--- src/rtl/pwm_mc_if.sv ---
// Sample/control and PWM output bundle for the multi-channel PWM stage.
// The sample source drives through master; the PWM core sits on slave.
interface pwm_mc_if #(
  parameter int N  = 8,
  parameter int CH = 2
);
  logic            en;
  logic            center;
  logic [CH*N-1:0] din;
  logic            din_valid;
  logic [CH-1:0]   pwmout;
  logic            frame;
  logic            upd_pending;

  modport master (
    output en, center, din, din_valid,
    input  pwmout, frame, upd_pending
  );

  modport slave (
    input  en, center, din, din_valid,
    output pwmout, frame, upd_pending
  );
endinterface

--- src/rtl/pwm_mc.sv ---
// Multi-channel PWM DAC: CH signed samples compared against one shared ramp,
// edge- or centre-aligned, with duty and mode changes applied at period starts.
module pwm_mc #(
  parameter int N  = 8,
  parameter int CH = 2
) (
  input  logic     clk,
  input  logic     areset,
  pwm_mc_if.slave  bus
);

  localparam logic [N-1:0] MID_CODE = {1'b1, {(N-1){1'b0}}};
  localparam logic [N-1:0] ALL_ONES = {N{1'b1}};
  localparam logic [N-1:0] ONE_N    = {{(N-1){1'b0}}, 1'b1};
  localparam logic [N:0]   ONE_N1   = {{N{1'b0}}, 1'b1};

  logic [N-1:0]  cnt_r;
  logic [N-1:0]  cnt_nxt_s;
  logic          ph_r;
  logic          ph_nxt_s;
  logic          mode_r;
  logic          mode_nxt_s;
  logic          pend_r;
  logic          pend_nxt_s;
  logic [CH-1:0] pwm_r;
  logic [CH-1:0] pwm_nxt_s;
  logic          frame_r;
  logic          frame_nxt_s;
  logic [N-1:0]  shadow_r   [CH];
  logic [N-1:0]  shadow_nxt_s [CH];
  logic [N-1:0]  active_r   [CH];
  logic [N-1:0]  active_nxt_s [CH];
  logic [N-1:0]  duty_s     [CH];
  logic [N-1:0]  ramp_s;
  logic          wrap_s;
  logic          load_s;

  // Offset-binary duty codes, ramp value and period-wrap detection.
  always_comb begin
    for (int c = 0; c < CH; c++) begin
      duty_s[c] = bus.din[c*N +: N] ^ MID_CODE;
    end
    ramp_s = ph_r ? ~cnt_r : cnt_r;
    wrap_s = (cnt_r == ALL_ONES) && (ph_r || !mode_r);
    // Holding en low keeps the stage sitting on a permanent period boundary.
    load_s = !bus.en || wrap_s;
  end

  // Next-state logic for counter, duty buffers, mode and registered outputs.
  always_comb begin
    cnt_nxt_s   = cnt_r;
    ph_nxt_s    = ph_r;
    mode_nxt_s  = mode_r;
    pend_nxt_s  = pend_r;
    pwm_nxt_s   = {CH{1'b0}};
    frame_nxt_s = 1'b0;
    for (int c = 0; c < CH; c++) begin
      shadow_nxt_s[c] = shadow_r[c];
      active_nxt_s[c] = active_r[c];
    end

    if (load_s) begin
      cnt_nxt_s  = {N{1'b0}};
      ph_nxt_s   = 1'b0;
      mode_nxt_s = bus.center;
      pend_nxt_s = 1'b0;
      for (int c = 0; c < CH; c++) begin
        if (bus.din_valid) begin
          shadow_nxt_s[c] = duty_s[c];
          active_nxt_s[c] = duty_s[c];
        end else begin
          active_nxt_s[c] = shadow_r[c];
        end
      end
    end else begin
      if (mode_r) begin
        {ph_nxt_s, cnt_nxt_s} = {ph_r, cnt_r} + ONE_N1;
      end else begin
        cnt_nxt_s = cnt_r + ONE_N;
        ph_nxt_s  = 1'b0;
      end
      if (bus.din_valid) begin
        pend_nxt_s = 1'b1;
        for (int c = 0; c < CH; c++) begin
          shadow_nxt_s[c] = duty_s[c];
        end
      end else begin
        pend_nxt_s = pend_r;
      end
    end

    if (bus.en) begin
      frame_nxt_s = (cnt_r == {N{1'b0}}) && !ph_r;
      for (int c = 0; c < CH; c++) begin
        pwm_nxt_s[c] = (ramp_s < active_r[c]);
      end
    end else begin
      frame_nxt_s = 1'b0;
      pwm_nxt_s   = {CH{1'b0}};
    end
  end

  // State and output registers with synchronous active-low reset.
  always_ff @(posedge clk) begin
    if (!areset) begin
      cnt_r   <= {N{1'b0}};
      ph_r    <= 1'b0;
      mode_r  <= 1'b0;
      pend_r  <= 1'b0;
      pwm_r   <= {CH{1'b0}};
      frame_r <= 1'b0;
      for (int c = 0; c < CH; c++) begin
        shadow_r[c] <= MID_CODE;
        active_r[c] <= MID_CODE;
      end
    end else begin
      cnt_r   <= cnt_nxt_s;
      ph_r    <= ph_nxt_s;
      mode_r  <= mode_nxt_s;
      pend_r  <= pend_nxt_s;
      pwm_r   <= pwm_nxt_s;
      frame_r <= frame_nxt_s;
      for (int c = 0; c < CH; c++) begin
        shadow_r[c] <= shadow_nxt_s[c];
        active_r[c] <= active_nxt_s[c];
      end
    end
  end

  assign bus.pwmout      = pwm_r;
  assign bus.frame       = frame_r;
  assign bus.upd_pending = pend_r;

endmodule

--- src/flat_wrapper.sv ---
// flat-port wrapper written by rule: the top's interface ports become plain ports
module pwm_mc_flat 
#(
  parameter int N  = 8,
  parameter int CH = 2
)
  (clk, areset, bus_en, bus_center, bus_din, bus_din_valid, bus_pwmout, bus_frame, bus_upd_pending);
  pwm_mc_if #(.N(N), .CH(CH)) bus_i ();
  input  logic clk;
  input  logic areset;
  input wire logic [$bits(bus_i.en)-1:0] bus_en;
  input wire logic [$bits(bus_i.center)-1:0] bus_center;
  input wire logic [$bits(bus_i.din)-1:0] bus_din;
  input wire logic [$bits(bus_i.din_valid)-1:0] bus_din_valid;
  output wire logic [$bits(bus_i.pwmout)-1:0] bus_pwmout;
  output wire logic [$bits(bus_i.frame)-1:0] bus_frame;
  output wire logic [$bits(bus_i.upd_pending)-1:0] bus_upd_pending;
  assign bus_i.en = bus_en;
  assign bus_i.center = bus_center;
  assign bus_i.din = bus_din;
  assign bus_i.din_valid = bus_din_valid;
  assign bus_pwmout = bus_i.pwmout;
  assign bus_frame = bus_i.frame;
  assign bus_upd_pending = bus_i.upd_pending;
  pwm_mc #(.N(N), .CH(CH)) u_core (.clk(clk), .areset(areset), .bus(bus_i));
endmodule
--- config.mk ---
export PLATFORM = sky130hd
export DESIGN_NAME = pwm_mc_flat
export DESIGN_NICKNAME = d
export VERILOG_FILES = /design/src/rtl/pwm_mc_if.sv /design/src/rtl/pwm_mc.sv /design/src/flat_wrapper.sv
export SDC_FILE = /design/constraint.sdc
export NUM_CORES = 1
export LEC_CHECK = 0
export ABC_AREA = 1
export BUFFER_PORTS_ARGS = -buffer_cell sky130_fd_sc_hd__buf_2
export CAP_MARGIN = 10
export CORE_MARGIN = 4
export CORE_UTILIZATION = 45
export CTS_CLUSTER_DIAMETER = 200
export CTS_CLUSTER_SIZE = 14
export DETAILED_ROUTE_END_ITERATION = 16
export GPL_ROUTABILITY_DRIVEN = 0
export PLACE_DENSITY = 0.68
export SLEW_MARGIN = 20
export SYNTH_ARGS = -nofsm -noshare
export SYNTH_HDL_FRONTEND = slang
export SYNTH_SLANG_ARGS = --single-unit
--- constraint.sdc ---
create_clock -name clk -period 1.9 [get_ports clk]
set_input_delay 0.19 -clock clk [delete_from_list [all_inputs] [get_ports clk]]
set_output_delay 0.19 -clock clk [all_outputs]
set_load 0.1 [all_outputs]
==> results.sh, run 1 <==
export IMPL_status="complete, no violations"
export IMPL_routed_wl_um=4318
export IMPL_combPwrFrac=0.143
export IMPL_min_delay_path_depth=3
export IMPL_grt_pass1_vias=1740
export IMPL_place_inst=407
export IMPL_drc=0
export IMPL_cts_buffer_depth=2
export IMPL_crit_type="flop to flop"
export IMPL_p_clk_frac=0.305
export IMPL_end_kind="flop"
export IMPL_yosys_register_bits=46
export IMPL_drt_initial_drc_count=96
export IMPL_placementRows=25
export IMPL_synth_edff_count=0
export IMPL_setup_tns_ns=0
export IMPL_max_stage_delay_ns=0.35
export IMPL_power_switching_w=0.0005072
export IMPL_r2r_slack_ns=0.29
export IMPL_synth_area_top_cells="dfxtp_1, inv_1, nand2_1"
export IMPL_setup_viol_count_final=0
export IMPL_drive_gt1_frac=0.1210
export IMPL_critPathMaxFanout=15
export IMPL_cts_sinks=46
export IMPL_pre_cts_ws_ns=0.2892
export IMPL_dieWidth_um=79.76
export IMPL_vias=1896
export IMPL_ant_nets=0
export IMPL_clk_latency_ns=0.30
export IMPL_slew_violations=0
export IMPL_maxCapViolCount=0
export IMPL_nNetsFinal=384
export IMPL_cp_slowest_cell="dfxtp_1"
export IMPL_max_freq_mhz=622.6
export IMPL_rsz0062_at_grt="false"
export IMPL_p_total_w=0.001865
export IMPL_wl_per_cell_um=10.43
export IMPL_crit_buf_inv=2
export IMPL_numCtsBuffers=5
export IMPL_core_area_um2=4848
export IMPL_slew_headroom=0.6741
export IMPL_critPathLaunchType="flop"
export IMPL_worstMarginPinSlew_ns=0.4922
export IMPL_crit_path_cell_trace="ha_1 -> nand3_1 -> inv_1 -> nand3_4 -> nand2_4 -> inv_2 -> nand2_2 -> nor2_1"
export IMPL_synth_cells=325
export IMPL_worstReg2RegEnd="u_core.cnt_r[2]$_SDFF_PP0_"
export IMPL_worst_ir_drop_vdd_mv=0.4639
export IMPL_hold_viol=0
export IMPL_synth_common_cells="inv_1, nand2_1, nor2_1, dfxtp_1, nand3_1"
export IMPL_grt_max_degree=31
export IMPL_period_needed_ns=1.606
export IMPL_syn_mean_instance_area_um2=7.130
export IMPL_rr_worst_depth=8
export IMPL_antenna_found_initial=0
export IMPL_fin_hold_ws_ns=0.1304
export IMPL_numPortBuffers=24
export IMPL_root_buffer="clkbuf_8"
export IMPL_crit_family="simple AND/OR/NAND/NOR gates"
export IMPL_first_pass_iters=4
export IMPL_initial_core_util=0.4779
export IMPL_critPathArrivalTime_ns=1.84
export IMPL_via_per_inst=4.580
export IMPL_hp_class="input pin to flop"
export IMPL_synth_top_cell_area_share=0.3974
export IMPL_n_antenna_cell=0
export IMPL_grt_overflow_total=0
export IMPL_ctsHoldBuffers=0
export IMPL_clk_pin_slew_ns=0.08
export IMPL_holdPathEnd="u_core.mode_r$_SDFFE_PN0N_"
export IMPL_area_growth_synth_to_final_pct=10.04
export IMPL_synth_warnings=0
export IMPL_stdcell_count=414
export IMPL_netlist_area_um2=2317
export IMPL_p_int_w=0.001358
export IMPL_die_y_um=79.76
export IMPL_timing_final_crit_share=0.8454
export IMPL_h_tree_depth=2
export IMPL_ys_seq_area_frac=0.3974
export IMPL_p_sw_frac=0.2719
export IMPL_synthArstFlopShare=0
export IMPL_power_leakage_nw=1.296
export IMPL_postCtsSetupBuffers=0
export IMPL_power_frac_seq=0.552
export IMPL_syn_nets=362
export IMPL_cts_resized=0
export IMPL_die_area_um2=6362
export IMPL_cp_required_ns=2.14
export IMPL_grt_first_pass_wirelength_um=7603
export IMPL_synthFlopType="dfxtp_1"
export IMPL_setup_ws_ns=0.2938
export IMPL_hp_start="bus_center"
export IMPL_powerDensity_nw_per_um2=731.5
export IMPL_synth_top_area_cell="dfxtp_1"
export IMPL_dp_hpwl_um=3217
export IMPL_ios=25
export IMPL_fin_worst_skew_ns=0.005913
export IMPL_track_usage=0.1518
export IMPL_synth_most_common_cell="inv_1"
export IMPL_ys_types=25
export IMPL_rr_startpoint="u_core.cnt_r[0]$_SDFF_PP0_"
export IMPL_cts_tree="built"
-- final cells by class --
class,count,area [µm²]
fillers,488,2298
multi-input cells,206,1101
flip-flops and latches,46,920.9
inverters,62,232.7
repair buffers,26,135.1
well taps,67,83.83
clock buffers,7,76.32
-- cell families after synthesis --
logic type               after synthesis  synth area share
AO/OA/AOI/OAI                         28           0.06263
AND/OR/NAND/NOR                      152            0.2883
flip-flops                            46            0.3974
XOR/XNOR                              10           0.03780
buffers and inverters                 73            0.1274
adder cells (fa/ha/maj)               16           0.08639
-- worst reg2reg max path: cells and delay by family (launching register included) --
kind	cells	cell delay, ns
adders and majority gates	1	0.23
buffers and inverters	2	0.35
DFF	1	0.35
and+or+nand+nor	5	0.60
-- placed cells by master, fill, tap and decap left out, types with 3 or more instances in the layout --
cell type,instances
xor2_1,9
or2_2,3
nand3_1,26
nor2_1,53
clkbuf_8,5
inv_1,60
buf_2,24
nand2_1,58
dfxtp_1,46
a21oi_1,9
nand4_1,3
o21ai_0,17
ha_1,16
-- power groups by stage --
stage	registers (W)	clock network [W]	logic, W
floorplan	0.00109	0	0.000173
global placement	0.00105	0	0.000262
detailed placement	0.00105	0	0.000267
CTS	0.00103	0.000586	0.000269
global route	0.00104	0.000629	0.000310
finish	0.00103	0.000569	0.000266
-- worst max path at each step --
stage,from,end,slack [ns],cells after the start
after CTS,u_core.cnt_r[0]$_SDFF_PP0_,u_core.cnt_r[0]$_SDFF_PP0_,0.27,8
after global placement,u_core.cnt_r[0]$_SDFF_PP0_,u_core.cnt_r[7]$_SDFF_PP0_,0.34,8
final,u_core.cnt_r[0]$_SDFF_PP0_,u_core.cnt_r[2]$_SDFF_PP0_,0.29,8
after detailed placement,u_core.cnt_r[0]$_SDFF_PP0_,u_core.cnt_r[0]$_SDFF_PP0_,0.29,8
after global routing,u_core.ph_r$_SDFF_PP0_,u_core.bus.pwmout[1]$_SDFF_PN0_,0.11,6
after floorplan,u_core.cnt_r[0]$_SDFF_PP0_,u_core.active_r[0][3]$_SDFFE_PN0N_,0.48,9
-- through the flow --
step / instance area [µm²] / utilization
finish: 2550 / 0.5259
CTS: 2550 / 0.5259
global route: 2550 / 0.5259
global placement: 2474 / 0.5102
floorplan: 2317 / -
detailed placement: 2474 / 0.5102
-- flip-flops by register name, summed over array words and instances (netlist names) --
name	flops
u_core.active_r	16
u_core.shadow_r	16
u_core.cnt_r	8
u_core.bus.pwmout	2
u_core.bus.frame	1
u_core.bus.upd_pending	1
u_core.mode_r	1
u_core.ph_r	1
-- per-layer routing --
layer,vias to the layer above,global-route usage,share of wire
met5,-,0,0
met1,829,0.1957,0.50
met2,28,0.2471,0.46
li1,1033,-,-
met3,6,0.03837,0.036
met4,0,0.05068,0.011
Note: power is estimated with default switching activity, not from simulation.
==> run 2, diff against run 1 <==
--- a/config.mk
+++ b/config.mk
@@ -14,7 +14,7 @@
 export CTS_CLUSTER_SIZE = 14
 export DETAILED_ROUTE_END_ITERATION = 16
 export GPL_ROUTABILITY_DRIVEN = 0
-export PLACE_DENSITY = 0.68
+export PLACE_DENSITY = 0.7
 export SLEW_MARGIN = 20
 export SYNTH_ARGS = -nofsm -noshare
 export SYNTH_HDL_FRONTEND = slang
==> constraint.sdc (replaced) <==
create_clock -name clk -period 1.4 [get_ports clk]
set_input_delay 0.14 -clock clk [delete_from_list [all_inputs] [get_ports clk]]
set_output_delay 0.14 -clock clk [all_outputs]
set_load 0.1 [all_outputs]
==> run 2 against run 1 <==
First-iteration DRC count fell by 40%. Largest cell class unchanged. Critical endpoint is now u_core.bus.pwmout[1]$_SDFF_PN0_. Total power rose by 49%. Sequential share of layout area decreased by 4.0 points. Count of clock-buffer cells in the layout fell by 2. Largest power group unchanged. Clock skew rose by 0.00096 ns. Sequential cell count did not move. Highest routed layer unchanged. Via count up 2.0%. Die area unchanged. Worst hold slack worse by 0.060 ns. Clock power up 74%. Non-clock buffer count up 15. Setup slack got worse by 0.26 ns.
==> results.sh, run 2 (synthesized netlist as in run 1, its figures left out) <==
export IMPL_clk_pin_slew_ns=0.09
export IMPL_power_leakage_nw=1.403
export IMPL_fin_hold_ws_ns=0.07008
export IMPL_fin_worst_skew_ns=0.006874
export IMPL_via_per_inst=4.498
export IMPL_numCtsBuffers=5
export IMPL_cts_sinks=46
export IMPL_die_y_um=79.76
export IMPL_root_buffer="clkbuf_8"
export IMPL_reg_top3="u_core.active_r x16, u_core.shadow_r x16, u_core.cnt_r x8"
export IMPL_powerDensity_nw_per_um2=950.7
export IMPL_maxCapViolCount=0
export IMPL_cp_slowest_cell="dfxtp_4"
export IMPL_area_growth_synth_to_final_pct=25.92
export IMPL_grt_pass1_vias=1735
export IMPL_final_area_um2=2918
export IMPL_final_cell_mix="inv_1, nand2_1, nor2_1, dfxtp_1, nand3_1"
export IMPL_hold_viol=0
export IMPL_antenna_found_initial=0
export IMPL_placementRows=25
export IMPL_placed_area_um2=2586
export IMPL_worstMarginPinSlew_ns=0.4878
export IMPL_period_needed_ns=1.367
export IMPL_max_freq_mhz=731.6
export IMPL_routed_wl_um=4582
export IMPL_cp_required_ns=1.63
export IMPL_track_usage=0.1477
export IMPL_rsz0062_at_grt="true"
export IMPL_critPathArrivalTime_ns=1.60
export IMPL_dp_hpwl_um=3285
export IMPL_vias=1934
export IMPL_h_tree_depth=2
export IMPL_setup_viol_count_final=0
export IMPL_crit_type="flop to flop"
export IMPL_initial_core_util=0.4779
export IMPL_timing_final_crit_share=0.9764
export IMPL_crit_buf_inv=1
export IMPL_grt_overflow_total=0
export IMPL_cts_buffer_depth=2
export IMPL_ant_nets=0
export IMPL_worst_ir_drop_vdd_mv=0.7209
export IMPL_nNetsFinal=399
export IMPL_crit_family="flip-flops"
export IMPL_grt_first_pass_wirelength_um=7424
export IMPL_n_antenna_cell=0
export IMPL_slew_headroom=0.6771
export IMPL_drc=0
export IMPL_slew_violations=0
export IMPL_hp_class="input pin to flop"
export IMPL_postCtsSetupBuffers=0
export IMPL_first_pass_iters=5
export IMPL_critPathMaxFanout=5
export IMPL_cts_tree="built"
export IMPL_max_stage_delay_ns=0.37
export IMPL_status="complete, no violations"
export IMPL_die_area_um2=6362
export IMPL_core_area_um2=4848
export IMPL_crit_path_cell_trace="buf_8 -> xor2_4 -> ha_4 -> a21oi_2 -> o211ai_1 -> a21oi_1"
export IMPL_dieWidth_um=79.76
export IMPL_drive_gt1_frac=0.2342
export IMPL_end_kind="flop"
export IMPL_fin_util=0.6018
export IMPL_wl_per_cell_um=10.66
export IMPL_grt_max_degree=31
export IMPL_clk_latency_ns=0.30
export IMPL_critPathLaunchType="flop"
export IMPL_numPortBuffers=24
export IMPL_p_total_w=0.002774
export IMPL_final_common_cell="inv_1"
export IMPL_ios=25
export IMPL_drt_initial_drc_count=58
==> run 2: cell count changes in the layout (fill, tap and decap cells not counted), sizes merged <==
cell and change:
clkinvlp +2, clkbuf -2, bufinv +1, buf +15
==> run 2: worst register-to-register path, cell delays in order (launching register included) <==
cell      delay (ns)
dfxtp_4         0.37
buf_8           0.14
xor2_4          0.21
ha_4            0.24
a21oi_2         0.13
o211ai_1        0.09
a21oi_1         0.12
==> run 2: report_power, final <==
group	internal, W	total (W)	switching (W)
clock	0.000531	0.000992	0.000461
sequential	0.00137	0.00139	0.0000211
combinational	0.000140	0.000389	0.000249
==> run 2: worst paths after layout <==
path              slack (ns)                           startpoint  cells past startpoint                                   to
hold / removal          0.07                           bus_center                      3           u_core.mode_r$_SDFFE_PN0N_
setup reg to reg        0.03               u_core.ph_r$_SDFF_PP0_                      6      u_core.bus.pwmout[1]$_SDFF_PN0_
setup / recovery        0.03               u_core.ph_r$_SDFF_PP0_                      6      u_core.bus.pwmout[1]$_SDFF_PN0_
hold reg to reg         0.48  u_core.shadow_r[0][15]$_SDFFE_PN1P_                      2  u_core.shadow_r[0][15]$_SDFFE_PN1P_
==> run 2: layout make-up <==
type,instances,area [µm²]
Tap cell,67,83.83
Timing Repair Buffer,41,275.3
Sequential cell,46,937.1
Fill cell,426,1931
Clock inverter,3,45.04
Multi-Input combinational cell,206,1270
Inverter,62,237.7
Clock buffer,5,68.82
==> run 2: timing repair <==
| item | 4_1_cts | 5_1_grt |
|---|---|---|
| endpoints found under the hold margin | 0 | 0 |
| cloned | 0 | 0 |
| setup endpoints to repair | 11 | 29 |
| hold buffers | 0 | 0 |
| gates resized for setup | 3 | 38 |
| pin swaps | 1 | 4 |
==> run 2: routing by layer <==
layer / vias to the layer above / track usage / share of wire
met4: 0 / 0.05068 / 0.014
met2: 34 / 0.2437 / 0.47
met3: 4 / 0.03273 / 0.039
met1: 835 / 0.1901 / 0.48
li1: 1061 / - / -
met5: - / 0 / 0
==> run 2: per-stage QoR <==
stage                     setup slack [ns]   TNS (ns)  std cells
after floorplan                   0.002041          0        325
after global placement           -0.005600  -0.005600        422
after detailed placement          -0.02725    -0.1586        422
after CTS                        -0.001644  -0.001644        430
after global routing              -0.07661    -0.1545        430
final                              0.03308          0        430
